[src/rtl/uart_tx_fifo.sv]
// Byte FIFO feeding a Uart8 transmitter: buffers host writes and launches one
// frame at a time, holding txIn stable until the UART reports completion.
module uart_tx_fifo #(
  parameter int DEPTH         = 16,
  parameter int START_TIMEOUT = 1023,
  localparam int AW           = $clog2(DEPTH)
) (
  input  logic          clk,
  input  logic          reset,
  input  logic          enable,
  input  logic          wrEn,
  input  logic [7:0]    wrData,
  output logic          full,
  output logic          empty,
  output logic [AW:0]   count,
  output logic          overflow,
  output logic          txErr,
  output logic          txEn,
  output logic          txStart,
  output logic [7:0]    txIn,
  input  logic          txBusy,
  input  logic          txDone
);

  localparam int TW = (START_TIMEOUT > 1) ? $clog2(START_TIMEOUT + 1) : 1;
  localparam logic [TW-1:0] TIMER_LAST = TW'(START_TIMEOUT - 1);
  localparam logic [AW-1:0] PTR_ONE    = AW'(1);
  localparam logic [AW:0]   CNT_FULL   = (AW + 1)'(DEPTH);
  localparam logic [AW:0]   CNT_ZERO   = {(AW + 1){1'b0}};

  typedef enum logic [1:0] {
    IDLE  = 2'd0,
    START = 2'd1,
    SEND  = 2'd2
  } state_t;

  logic [7:0]    mem [DEPTH];
  logic [AW-1:0] wrPtrR;
  logic [AW-1:0] rdPtrR;
  logic [AW:0]   countR;
  logic [AW:0]   countNextS;
  logic          fullR;
  logic          emptyR;
  logic          overflowR;
  logic          txErrR;
  logic          txEnR;
  logic          txStartR;
  logic [7:0]    txInR;
  logic [TW-1:0] timerR;
  logic          sendAgedR;
  state_t        stateR;
  state_t        stateNextS;
  logic          popS;
  logic          wrAcceptS;
  logic          timeoutS;

  assign wrAcceptS  = wrEn & ~fullR;
  assign countNextS = countR + {{AW{1'b0}}, wrAcceptS} - {{AW{1'b0}}, popS};

  // Next-state decode; a pop only ever happens on the IDLE->START load.
  always_comb begin
    stateNextS = stateR;
    popS       = 1'b0;
    timeoutS   = 1'b0;
    case (stateR)
      IDLE: begin
        if (enable && !emptyR) begin
          popS       = 1'b1;
          stateNextS = START;
        end else begin
          stateNextS = IDLE;
        end
      end
      START: begin
        if (txBusy) begin
          stateNextS = SEND;
        end else if (timerR == TIMER_LAST) begin
          timeoutS   = 1'b1;
          stateNextS = IDLE;
        end else begin
          stateNextS = START;
        end
      end
      SEND: begin
        // txBusy low is only trusted once the UART has had a cycle to raise it.
        if (txDone || (!txBusy && sendAgedR)) begin
          stateNextS = IDLE;
        end else begin
          stateNextS = SEND;
        end
      end
      default: begin
        stateNextS = IDLE;
      end
    endcase
  end

  // FIFO storage; contents are deliberately left unreset.
  always_ff @(posedge clk) begin
    if (wrAcceptS) begin
      mem[wrPtrR] <= wrData;
    end
  end

  // Pointers, occupancy flags, sequencer state and all registered outputs.
  always_ff @(posedge clk or negedge reset) begin
    if (!reset) begin
      wrPtrR    <= {AW{1'b0}};
      rdPtrR    <= {AW{1'b0}};
      countR    <= CNT_ZERO;
      fullR     <= 1'b0;
      emptyR    <= 1'b1;
      overflowR <= 1'b0;
      txErrR    <= 1'b0;
      txEnR     <= 1'b0;
      txStartR  <= 1'b0;
      txInR     <= 8'h00;
      timerR    <= {TW{1'b0}};
      sendAgedR <= 1'b0;
      stateR    <= IDLE;
    end else begin
      if (wrAcceptS) begin
        wrPtrR <= wrPtrR + PTR_ONE;
      end
      if (popS) begin
        rdPtrR <= rdPtrR + PTR_ONE;
        txInR  <= mem[rdPtrR];
        timerR <= {TW{1'b0}};
      end else if (stateR == START) begin
        timerR <= timerR + TW'(1);
      end
      countR    <= countNextS;
      fullR     <= (countNextS == CNT_FULL);
      emptyR    <= (countNextS == CNT_ZERO);
      overflowR <= wrEn & fullR;
      txErrR    <= timeoutS;
      stateR    <= stateNextS;
      sendAgedR <= (stateR == SEND) && (stateNextS == SEND);
      txStartR  <= (stateNextS == START);
      txEnR     <= enable | (stateNextS != IDLE);
    end
  end

  assign full     = fullR;
  assign empty    = emptyR;
  assign count    = countR;
  assign overflow = overflowR;
  assign txErr    = txErrR;
  assign txEn     = txEnR;
  assign txStart  = txStartR;
  assign txIn     = txInR;

endmodule
[config.mk]
export PLATFORM = sky130hd
export DESIGN_NAME = uart_tx_fifo
export DESIGN_NICKNAME = d
export VERILOG_FILES = /design/src/rtl/uart_tx_fifo.sv
export SDC_FILE = /design/constraint.sdc
export NUM_CORES = 1
export LEC_CHECK = 0
export CAP_MARGIN = 20
export CORE_MARGIN = 1
export CORE_UTILIZATION = 45
export CTS_BUF_LIST = sky130_fd_sc_hd__clkbuf_16
export CTS_CLUSTER_DIAMETER = 100
export CTS_CLUSTER_SIZE = 28
export DETAILED_ROUTE_END_ITERATION = 10
export MAX_ROUTING_LAYER = met4
export PLACE_DENSITY = 0.7
export SYNTH_ARGS = -nofsm -noshare
export SYNTH_HDL_FRONTEND = slang
export SYNTH_SLANG_ARGS = --single-unit
[constraint.sdc]
create_clock -name clk -period 3.2 [get_ports clk]
set_clock_uncertainty 0.2 [all_clocks]
set_input_delay 0.32 -clock clk [delete_from_list [all_inputs] [get_ports clk]]
set_output_delay 0.32 -clock clk [all_outputs]
set_load 0.02 [all_outputs]
==> summary.md, run 1 <==
| Metric | Value |
|---|---|
| CTS Sinks | `168` |
| Commonest non-fill, non-tap cell in the layout | `edfxtp_1` |
| Synth Cell Area | `6750 um^2` |
| Register area share after synthesis | `a little under three quarters` |
| Outcome | `complete, no violations` |
| Area growth syn-to-layout | `16.8%` |
| IO Port Bufs | `32` |
| Routed len/inst | `20.8 um` |
| Routability Congestion | `0.758` |
| RSZ-0062 raised after global routing | `false` |
| Final worst path period share | `around 86%` |
| Initial Util | `around 46%` |
| Pins Over Slew Limit | `0` |
| Clock Pin Slew Worst Setup and Hold Paths | `0.06 ns` |
| Num CTS Buffers | `17` |
| Mean post-synth cell area | `18.0 um^2` |
| Peak supply drop | `around 0.47 mV` |
| Initial DRC Count | `290` |
| Die Height | `124 um` |
| Row cnt | `44` |
| Vias | `3,465` |
| Fmax | `365 MHz` |
| Final Hold Viols | `0` |
| DP HPWL | `8.02 mm` |
| CP max-delay cell | `or4b_1` |
| Final WS setup | `0.461 ns` |
| Cell area power density | `923 nW/um^2` |
| # setup viols final | `0` |
| Kind of critical path | `flip-flop to flip-flop` |
| WP data required | `3.33 ns` |
| Share of cells above drive strength 1 | `17.1%` |
| Total track usage | `18.6%` |
| # IOs | `33` |
| Hold Crit Class | `input port to flip-flop` |
| Slew headroom | `36.4%` |
| Post-DR vias/cell | `5.63` |
| Pre-CTS WS | `0.140 ns` |
| Most frequent cells in the layout | `edfxtp_1 (128), dfrtp_1 (38), mux4_2 (33), clkdlybuf4s50_1 (31), nand2_1 (21)` |
| Max-Cap Viols | `0` |
| Root buf cell | `clkbuf_16` |
| Critical path's most frequent cell | `nand2_1` |
| Reg-to-reg setup timing slack | `around 0.46 ns` |
| Worst-margin pin slew | `between 0.9 and 1 ns` |
| Crit start category | `flip-flop` |
| Ys Warns | `0` |
| Critical Path End Type | `flip-flop` |
| CTS max path bufs | `2` |
| Core area | `14,600 um^2` |
| Initial DRT Pass Iterations | `4` |
| Syn_nets | `401` |
| DRT Wirelength | `12.8 mm` |
| Synthesized instance count | `375` |
| Pleak | `2.85 nW` |
| TNS Setup | `0 ns` |
| Min Tclk post-route | `2.74 ns` |
| Die X | `124 um` |
| Largest net degree at the start of global routing | `41` |
| Diodes inserted | `0` |
| Routed Antenna Nets | `0` |
| Vias in the first global route | `3,562` |
| Buf/Inv on CP | `0` |
| #FFs+latches synth | `168` |
| Crit-path max FO | `5` |
| TritonCTS clock tree | `done` |
| Grt total ovfl | `0` |
| Die area | `15,500 um^2` |
| Nets@finish | `445` |
| Cell chain of the critical path | `or4b_1 > nand2_1 > nand2_1 > ha_1 > fa_1 > xor2_1 > or3_1 > nor3b_1` |
| Worst path top cell family by delay | `simple AND/OR/NAND/NOR gates` |
| Worst Path Arrival | `2.87 ns` |
| Yosys cell types | `40` |
| DRC Markers | `0` |
| Setup bufs post-CTS | `0` |
| Worst skew pair latency | `about 0.43 ns` |
| Smallest hold slack | `~0.26 ns` |
| First-pass GRT wire length | `~20 mm` |
| H-tree Lvls | `4` |
| Final Util | `54.0%` |
| Initial antenna violation count | `0` |
| Critical Path Max Stage Delay | `0.54 ns` |
[per-layer routing]
metal	up-vias	GRT usage (%)	part of all wire, %
met1	1813	24.5	45
met2	86	28.5	49
li1	1545	-	-
met5	-	-	0
met4	0	8.29	2.0
met3	21	3.57	4.0
[Yosys cell counts]
cell type | n | share of area, %
o21ai_0 | 1 | 0.074
nand4_1 | 6 | 0.56
and2_1 | 17 | 1.6
nand3_1 | 4 | 0.30
buf_1 | 1 | 0.056
ha_1 | 11 | 2.0
mux2_2 | 1 | 0.17
o22ai_1 | 6 | 0.56
xnor2_1 | 9 | 1.2
nor4_1 | 1 | 0.093
and3_1 | 2 | 0.19
nor4b_1 | 2 | 0.26
inv_2 | 1 | 0.056
or3_1 | 4 | 0.37
or2_1 | 2 | 0.19
mux2i_1 | 16 | 2.4
buf_2 | 6 | 0.45
or4b_1 | 1 | 0.15
clkbuf_1 | 5 | 0.28
mux4_2 | 33 | 11
dfstp_2 | 1 | 0.39
a21o_1 | 9 | 1.0
a31oi_1 | 1 | 0.093
o31ai_1 | 1 | 0.11
a21oi_1 | 2 | 0.15
fa_1 | 1 | 0.30
nand2_1 | 21 | 1.2
edfxtp_1 | 128 | 57
inv_1 | 7 | 0.39
nand2b_1 | 3 | 0.28
buf_4 | 3 | 0.33
nor2_1 | 8 | 0.45
buf_6 | 1 | 0.17
nor2b_1 | 3 | 0.28
o21ai_1 | 9 | 0.67
nor3_1 | 4 | 0.30
dfrtp_1 | 39 | 14
xor2_1 | 1 | 0.13
o211ai_1 | 1 | 0.11
nor3b_1 | 3 | 0.33
[cell type report]
type	instances	area, um^2
Clock inverter	15	161
Sequential cell	168	4850
Timing Repair Buffer	41	398
Fill cell	1089	6710
Tap cell	184	230
Inverter	8	30.0
Multi-Input combinational cell	183	1790
Clock buffer	17	425
[power breakdown]
part           internal (mW)  switching [mW]
Clock                   1.22           0.818
Sequential              2.73           0.228
Combinational           1.10            1.19
[state kept, by name, indices dropped and copies added, names as in the netlist, 2 cells and up]
name and count:
mem 128, timerR 10, txIn 8, count 5, rdPtrR 4, wrPtrR 4
stateR 2
[cells by family (layout without fill, tap and decap cells)]
family | Yosys count | count (layout) | share of synthesized area (%)
muxes | 50 | 50 | 13.6
AOI/OAI and AO/OA | 30 | 30 | 2.76
and+or+nand+nor | 81 | 81 | 6.47
xor gates and xnor gates | 10 | 10 | 1.30
DFF | 168 | 168 | 71.8
adders and majority gates | 12 | 12 | 2.34
buffers and inverters | 24 | 81 | 1.73
[repair_timing]
action	CTS	global route
endpoints found under the hold margin	39	0
hold buffers	1	0
gates resized for setup	0	0
endpoints found under the setup margin	0	0
[path summary, 6_finish.rpt]
path                            cells past startpoint                    end                 from
max in group asynchronous                           2  rdPtrR[0]$_DFFE_PN0P_                reset
worst min register to register                      2    txIn[5]$_DFFE_PN0P_  txIn[5]$_DFFE_PN0P_
worst max register to register                      8         full$_DFF_PN0_  stateR[0]$_DFF_PN0_
worst max-delay path                                8         full$_DFF_PN0_  stateR[0]$_DFF_PN0_
worst min-delay path                                2    sendAgedR$_DFF_PN0_               txDone
min in group asynchronous                           2     count[3]$_DFF_PN0_                reset
[metrics by stage]
stage / power (mW) / instance area [um^2] / instances
2_1_floorplan: 4.56 / 6750 / 375
3_3_place_gp: 5.24 / 7280 / 583
3_5_place_dp: 5.32 / 7280 / 583
4_1_cts: 7.35 / 7880 / 616
5_1_grt: 7.64 / 7880 / 616
6_report: 7.27 / 7880 / 616
No activity file was read; power rests on OpenSTA's default activity.
==> run 2: changes to the inputs <==
Settings changed: DONT_BUFFER_PORTS set to 1, GPL_ROUTABILITY_DRIVEN set to 0, PLACE_DENSITY 0.7 to 0.68, SLEW_MARGIN set to 20.
==> summary.md, run 2 (same netlist as run 1, synthesis figures left out) <==
| Metric | Value |
|---|---|
| DP HPWL | `7.90 mm (-1.6%)` |
| DRT Wirelength | `13.1 mm (+1.9%)` |
| Final Hold Viols | `0 (unchanged)` |
| Vias in the first global route | `3,504 (-1.6%)` |
| Critical Path End Type | `flip-flop` |
| Worst skew pair latency | `0.42 ns (about the same)` |
| # IOs | `33 (unchanged)` |
| RSZ-0062 raised after global routing | `false` |
| Die area | `15,500 um^2 (unchanged)` |
| TNS Setup | `0 ns (unchanged)` |
| Clock Pin Slew Worst Setup and Hold Paths | `0.06 ns (about the same)` |
| Post-DR vias/cell | `5.65 (+0.49%)` |
| Peak supply drop | `0.449 mV (-4.5%)` |
| Fmax | `361 MHz (-1.2%)` |
| Initial antenna violation count | `0 (unchanged)` |
| Routed len/inst | `22.0 um (+5.4%)` |
| WP data required | `3.33 ns (about the same)` |
| Final Util | `52.6% (-1.4 points)` |
| # setup viols final | `0 (unchanged)` |
| Die X | `124 um (unchanged)` |
| Post-CTS sizing | `0 (unchanged)` |
| Core area | `14,600 um^2 (unchanged)` |
| Critical path startpoint | `stateR[0]$_DFF_PN0_` |
| Fillcell total | `1,123 (+3.1%)` |
| Initial Util | `46.2% (unchanged)` |
| Min Tclk post-route | `2.77 ns (+0.0322 ns)` |
| H-tree Lvls | `4 (unchanged)` |
| Worst Path Arrival | `2.90 ns (+0.03 ns)` |
| CTS Sinks | `168 (unchanged)` |
| Area growth syn-to-layout | `13.8%` |
| Crit-path max FO | `5 (unchanged)` |
| Most flop-heavy register | `mem` |
| Commonest non-fill, non-tap cell in the layout | `edfxtp_1` |
| Initial DRT Pass Iterations | `4 (unchanged)` |
| Most frequent cells in the layout | `edfxtp_1 (128), dfrtp_1 (38), mux4_2 (33), nand2_1 (21)` |
| Number of flip-flops under the largest register name | `128 (unchanged)` |
| Initial DRC Count | `284 (-2.1%)` |
| Kind of critical path | `flip-flop to flip-flop` |
| Diodes inserted | `0 (unchanged)` |
| Worst r2r src | `stateR[0]$_DFF_PN0_` |
| Crit start category | `flip-flop` |
| DRC Markers | `0 (unchanged)` |
| Routed Antenna Nets | `0 (unchanged)` |
| Vias | `3,369 (-2.8%)` |
| Root buf cell | `clkbuf_16` |
| CTS max path bufs | `2 (unchanged)` |
| First-pass GRT wire length | `20.5 mm (+0.61%)` |
| Nets@finish | `425 (-4.5%)` |
| Die Height | `124 um (unchanged)` |
| Worst-margin pin slew | `0.876 ns (-0.0785 ns)` |
| Slew headroom | `41.6% (+5.2 points)` |
| Cell area power density | `913 nW/um^2 (-1.0%)` |
| Final worst path period share | `86.6% (+1.0 points)` |
| Total track usage | `18.8% (+0.19 points)` |
| Max-Cap Viols | `0 (unchanged)` |
| Grt total ovfl | `0 (unchanged)` |
| Pleak | `2.75 nW (-3.4%)` |
| Outcome | `complete, no violations` |
| Num CTS Buffers | `17 (unchanged)` |
| Smallest hold slack | `0.0606 ns (-0.195 ns)` |
| Row cnt | `44 (unchanged)` |
| Share of cells above drive strength 1 | `18.4% (+1.3 points)` |
| IO Port Bufs | `0 (-100%)` |
| Hold Crit Class | `input port to flip-flop` |
| Largest net degree at the start of global routing | `41 (unchanged)` |
| Hold Crit Start | `wrEn` |
| Pins Over Slew Limit | `0 (unchanged)` |
| TritonCTS clock tree | `done` |
[run 2: changes by cell type in the layout (fill, tap and decap cells not counted)]
cell,delta
inv_1,-3
clkdlybuf4s50_1,-31
clkinvlp_4,+2
bufinv_16,-1
buf_2,-1
inv_8,+1
clkinvlp_2,+1
dlygate4sd3_1,+12
[run 2: critical path, cell delays in order (launching register included)]
cell     delay, ns
dfrtp_1       0.42
or4b_1        0.55
nand2_1       0.09
nand2_1       0.06
ha_1          0.21
fa_1          0.41
a21o_1        0.17
a21oi_1       0.17
xnor2_1       0.17
nor3b_1       0.21
[run 2: stage by stage]
stage               total power, mW  cell area (um^2)  setup WS (ns)  std cells
CTS                            7.06              7680          0.438        596
finish                         7.01              7680          0.429        596
global placement               4.97              6950          0.526        550
detailed placement             5.03              6950          0.470        550
floorplan                      4.56              6750          0.253        375
global route                   7.35              7680          0.268        596
[run 2: repair_timing]
| action | CTS | global route |
|---|---|---|
| endpoints found under the hold margin | 174 | 0 |
| setup buffers | 0 | 0 |
| hold buffers | 14 | 0 |
[run 2: final cells by class]
class                      instances  area, um^2  area share, %
clock buffer                      17         425           5.54
tap                              184         230           3.00
clock inverter                    15         151           1.97
multi-input combinational        183        1790           23.3
sequential                       168        4850           63.1
inverter                           8        30.0          0.391
timing repair buffer              21         203           2.64
[run 2: report_power, final]
group / total, mW / leakage [nW] / internal (mW) / switching, mW
sequential: 3.19 / 1.66 / 2.72 / 0.464
clock: 2.00 / 0.276 / 1.15 / 0.848
combinational: 1.82 / 0.818 / 0.898 / 0.926
total: 7.01 / 2.75 / 4.77 / 2.24
[run 2: path summary, 6_finish.rpt]
check | depth (start not counted) | slack (ns) | endpoint
setup / recovery | 9 | 0.43 | full$_DFF_PN0_
hold / removal | 3 | 0.06 | wrPtrR[1]$_DFFE_PN0P_
setup reg to reg | 9 | 0.43 | full$_DFF_PN0_
hold reg to reg | 1 | 0.30 | timerR[7]$_DFFE_PN0P_
max in group asynchronous | 2 | 2.37 | empty$_DFF_PN1_
min in group asynchronous | 2 | 0.17 | wrPtrR[3]$_DFFE_PN0P_
[run 2: per-layer routing]
metal	up-vias	track usage (%)	wire length [um]
met5	-	-	0
met4	0	8.50	317
met3	22	5.03	532
met2	75	29.9	6790
met1	1763	22.6	5450
li1	1509	-	-
==> run 3: changes to the inputs <==
Settings changed: CORE_UTILIZATION 45 to 60, PLACE_DENSITY 0.68 to 0.84, SKIP_CTS_REPAIR_TIMING set to 1, SLEW_MARGIN 20 to not set.
==> summary.md, run 3 (same netlist as run 1, synthesis figures left out) <==
| Metric | Value |
|---|---|
| Initial Util | `62.0% (+16 points)` |
| Worst skew pair latency | `0.42 ns (about the same)` |
| CTS Sinks | `168 (unchanged)` |
| Final Util | `70.0% (+17 points)` |
| TNS Setup | `0 ns (unchanged)` |
| Most flop-heavy register | `mem` |
| DP HPWL | `7.76 mm (-1.8%)` |
| Pre-CTS WS | `0.473 ns (+0.00256 ns)` |
| Vias in the first global route | `3,481 (-0.66%)` |
| Nets@finish | `427 (+0.47%)` |
| Final worst path period share | `87.1% (+0.48 points)` |
| End of the critical path | `full$_DFF_PN0_` |
| Fmax | `359 MHz (-0.55%)` |
| Area of the multi-input gates | `1790 um^2 (unchanged)` |
| WP data required | `3.33 ns (about the same)` |
| Die Height | `108 um (-13%)` |
| DRC Markers | `0 (unchanged)` |
| Core area | `10,900 um^2 (-25%)` |
| Row cnt | `38 (-14%)` |
| Smallest hold slack | `0.0978 ns (+0.0372 ns)` |
| Min Tclk post-route | `2.79 ns (+0.0153 ns)` |
| Vias | `3,480 (+3.3%)` |
| Outcome | `complete, no violations` |
| IO Port Bufs | `0 (unchanged)` |
| Grt total ovfl | `0 (unchanged)` |
| Worst-margin pin slew | `0.830 ns (-0.0459 ns)` |
| Critical path startpoint | `stateR[0]$_DFF_PN0_` |
| FF-to-FF path depth | `9 (unchanged)` |
| Cell area power density | `916 nW/um^2 (+0.30%)` |
| Num CTS Buffers | `17 (unchanged)` |
| Post-DR vias/cell | `6.28 (+11%)` |
| Diodes inserted | `0 (unchanged)` |
| Initial antenna violation count | `0 (unchanged)` |
| Final WS setup | `0.414 ns (-0.0153 ns)` |
| Pleak | `2.78 nW (+1.1%)` |
| # IOs | `33 (unchanged)` |
| First-pass GRT wire length | `19.2 mm (-6.6%)` |
| Total track usage | `24.5% (+5.7 points)` |
| Kind of critical path | `flip-flop to flip-flop` |
| Pins Over Slew Limit | `0 (unchanged)` |
| CTS max path bufs | `2 (unchanged)` |
| Crit-path max FO | `5 (unchanged)` |
| # setup viols final | `0 (unchanged)` |
| Tot Pwr | `6.98 mW (-0.39%)` |
| Slew headroom | `44.7% (+3.1 points)` |
| RSZ-0062 raised after global routing | `false` |
| Routed Antenna Nets | `0 (unchanged)` |
| Reg-to-reg setup timing slack | `0.41 ns (-0.02 ns)` |
| Initial DRC Count | `246 (-13%)` |
| Clock Pin Slew Worst Setup and Hold Paths | `0.06 ns (about the same)` |
| Register area | `4850 um^2 (unchanged)` |
| TritonCTS clock tree | `done` |
| H-tree Lvls | `4 (unchanged)` |
| Area growth syn-to-layout | `13.0%` |
| Most frequent cells in the layout | `edfxtp_1 (128), dfrtp_1 (38), mux4_2 (33), nand2_1 (21), clkbuf_16 (18)` |
| Worst Path Arrival | `2.91 ns (about the same)` |
| Hold Crit Class | `input port to flip-flop` |
| Worst r2r src | `stateR[0]$_DFF_PN0_` |
| Number of flip-flops under the largest register name | `128 (unchanged)` |
| Share of cells above drive strength 1 | `17.9% (-0.57 points)` |
| Initial DRT Pass Iterations | `5 (+1)` |
| Critical Path End Type | `flip-flop` |
| Largest net degree at the start of global routing | `41 (unchanged)` |
| Crit start category | `flip-flop` |
| Die X | `108 um (-13%)` |
| DRT Wirelength | `12.8 mm (-2.3%)` |
| RR Endpoint | `full$_DFF_PN0_` |
| Root buf cell | `clkbuf_16` |
| Commonest non-fill, non-tap cell in the layout | `edfxtp_1` |
| Peak supply drop | `0.668 mV (+49%)` |
| Fillcell total | `627 (-44%)` |
| Final Hold Viols | `0 (unchanged)` |
| Routed len/inst | `23.1 um (+5.1%)` |
| Die area | `11,700 um^2 (-25%)` |
| Max-Cap Viols | `0 (unchanged)` |
-- run 3: how the worst min path moves through the flow --
stage,start,endpoint,slack (ns),cells past startpoint
after CTS,reset,txIn[2]$_DFFE_PN0P_,-0.62,0
after global routing,wrEn,wrPtrR[1]$_DFFE_PN0P_,0.11,3
after global placement,reset,count[3]$_DFF_PN0_,-0.17,0
final,wrEn,wrPtrR[1]$_DFFE_PN0P_,0.1,3
after floorplan,reset,count[0]$_DFF_PN0_,-0.18,0
after detailed placement,reset,count[3]$_DFF_PN0_,-0.17,0
-- run 3: metal layers --
| layer | up-vias | GRT usage (%) | part of all wire, % |
|---|---|---|---|
| met5 | - | - | 0 |
| met4 | 0 | 10.4 | 2.1 |
| met3 | 27 | 7.35 | 6.7 |
| met2 | 150 | 37.9 | 52 |
| met1 | 1801 | 30.6 | 39 |
| li1 | 1502 | - | - |
-- run 3: power by group --
part           switching [mW]  total [mW]  internal [mW]
Clock                   0.790        1.88           1.09
Combinational           0.995        1.94          0.942
Sequential              0.436        3.16           2.73
Total                    2.22        6.98           4.76
-- run 3: metrics by stage --
stage / cells / instance area, um^2
2_1_floorplan: 375 / 6750
3_3_place_gp: 508 / 6920
3_5_place_dp: 508 / 6920
4_1_cts: 540 / 7470
5_1_grt: 554 / 7620
6_report: 554 / 7620
-- run 3: critical path, stage by stage, from the launching register on --
cell and delay [ns]:
dfrtp_1 0.43, or4b_1 0.55, nand2_1 0.08, nand2_1 0.06, ha_1 0.22, fa_1 0.41, a21o_1 0.17, a21oi_1 0.16
xnor2_1 0.19, nor3b_1 0.22
-- run 3: cell type report --
type,instances,area share (%)
clock inverter,14,1.23
sequential,168,63.6
clock buffer,18,5.91
multi-input combinational,183,23.5
tap,140,2.30
timing repair buffer,23,3.12
inverter,8,0.394
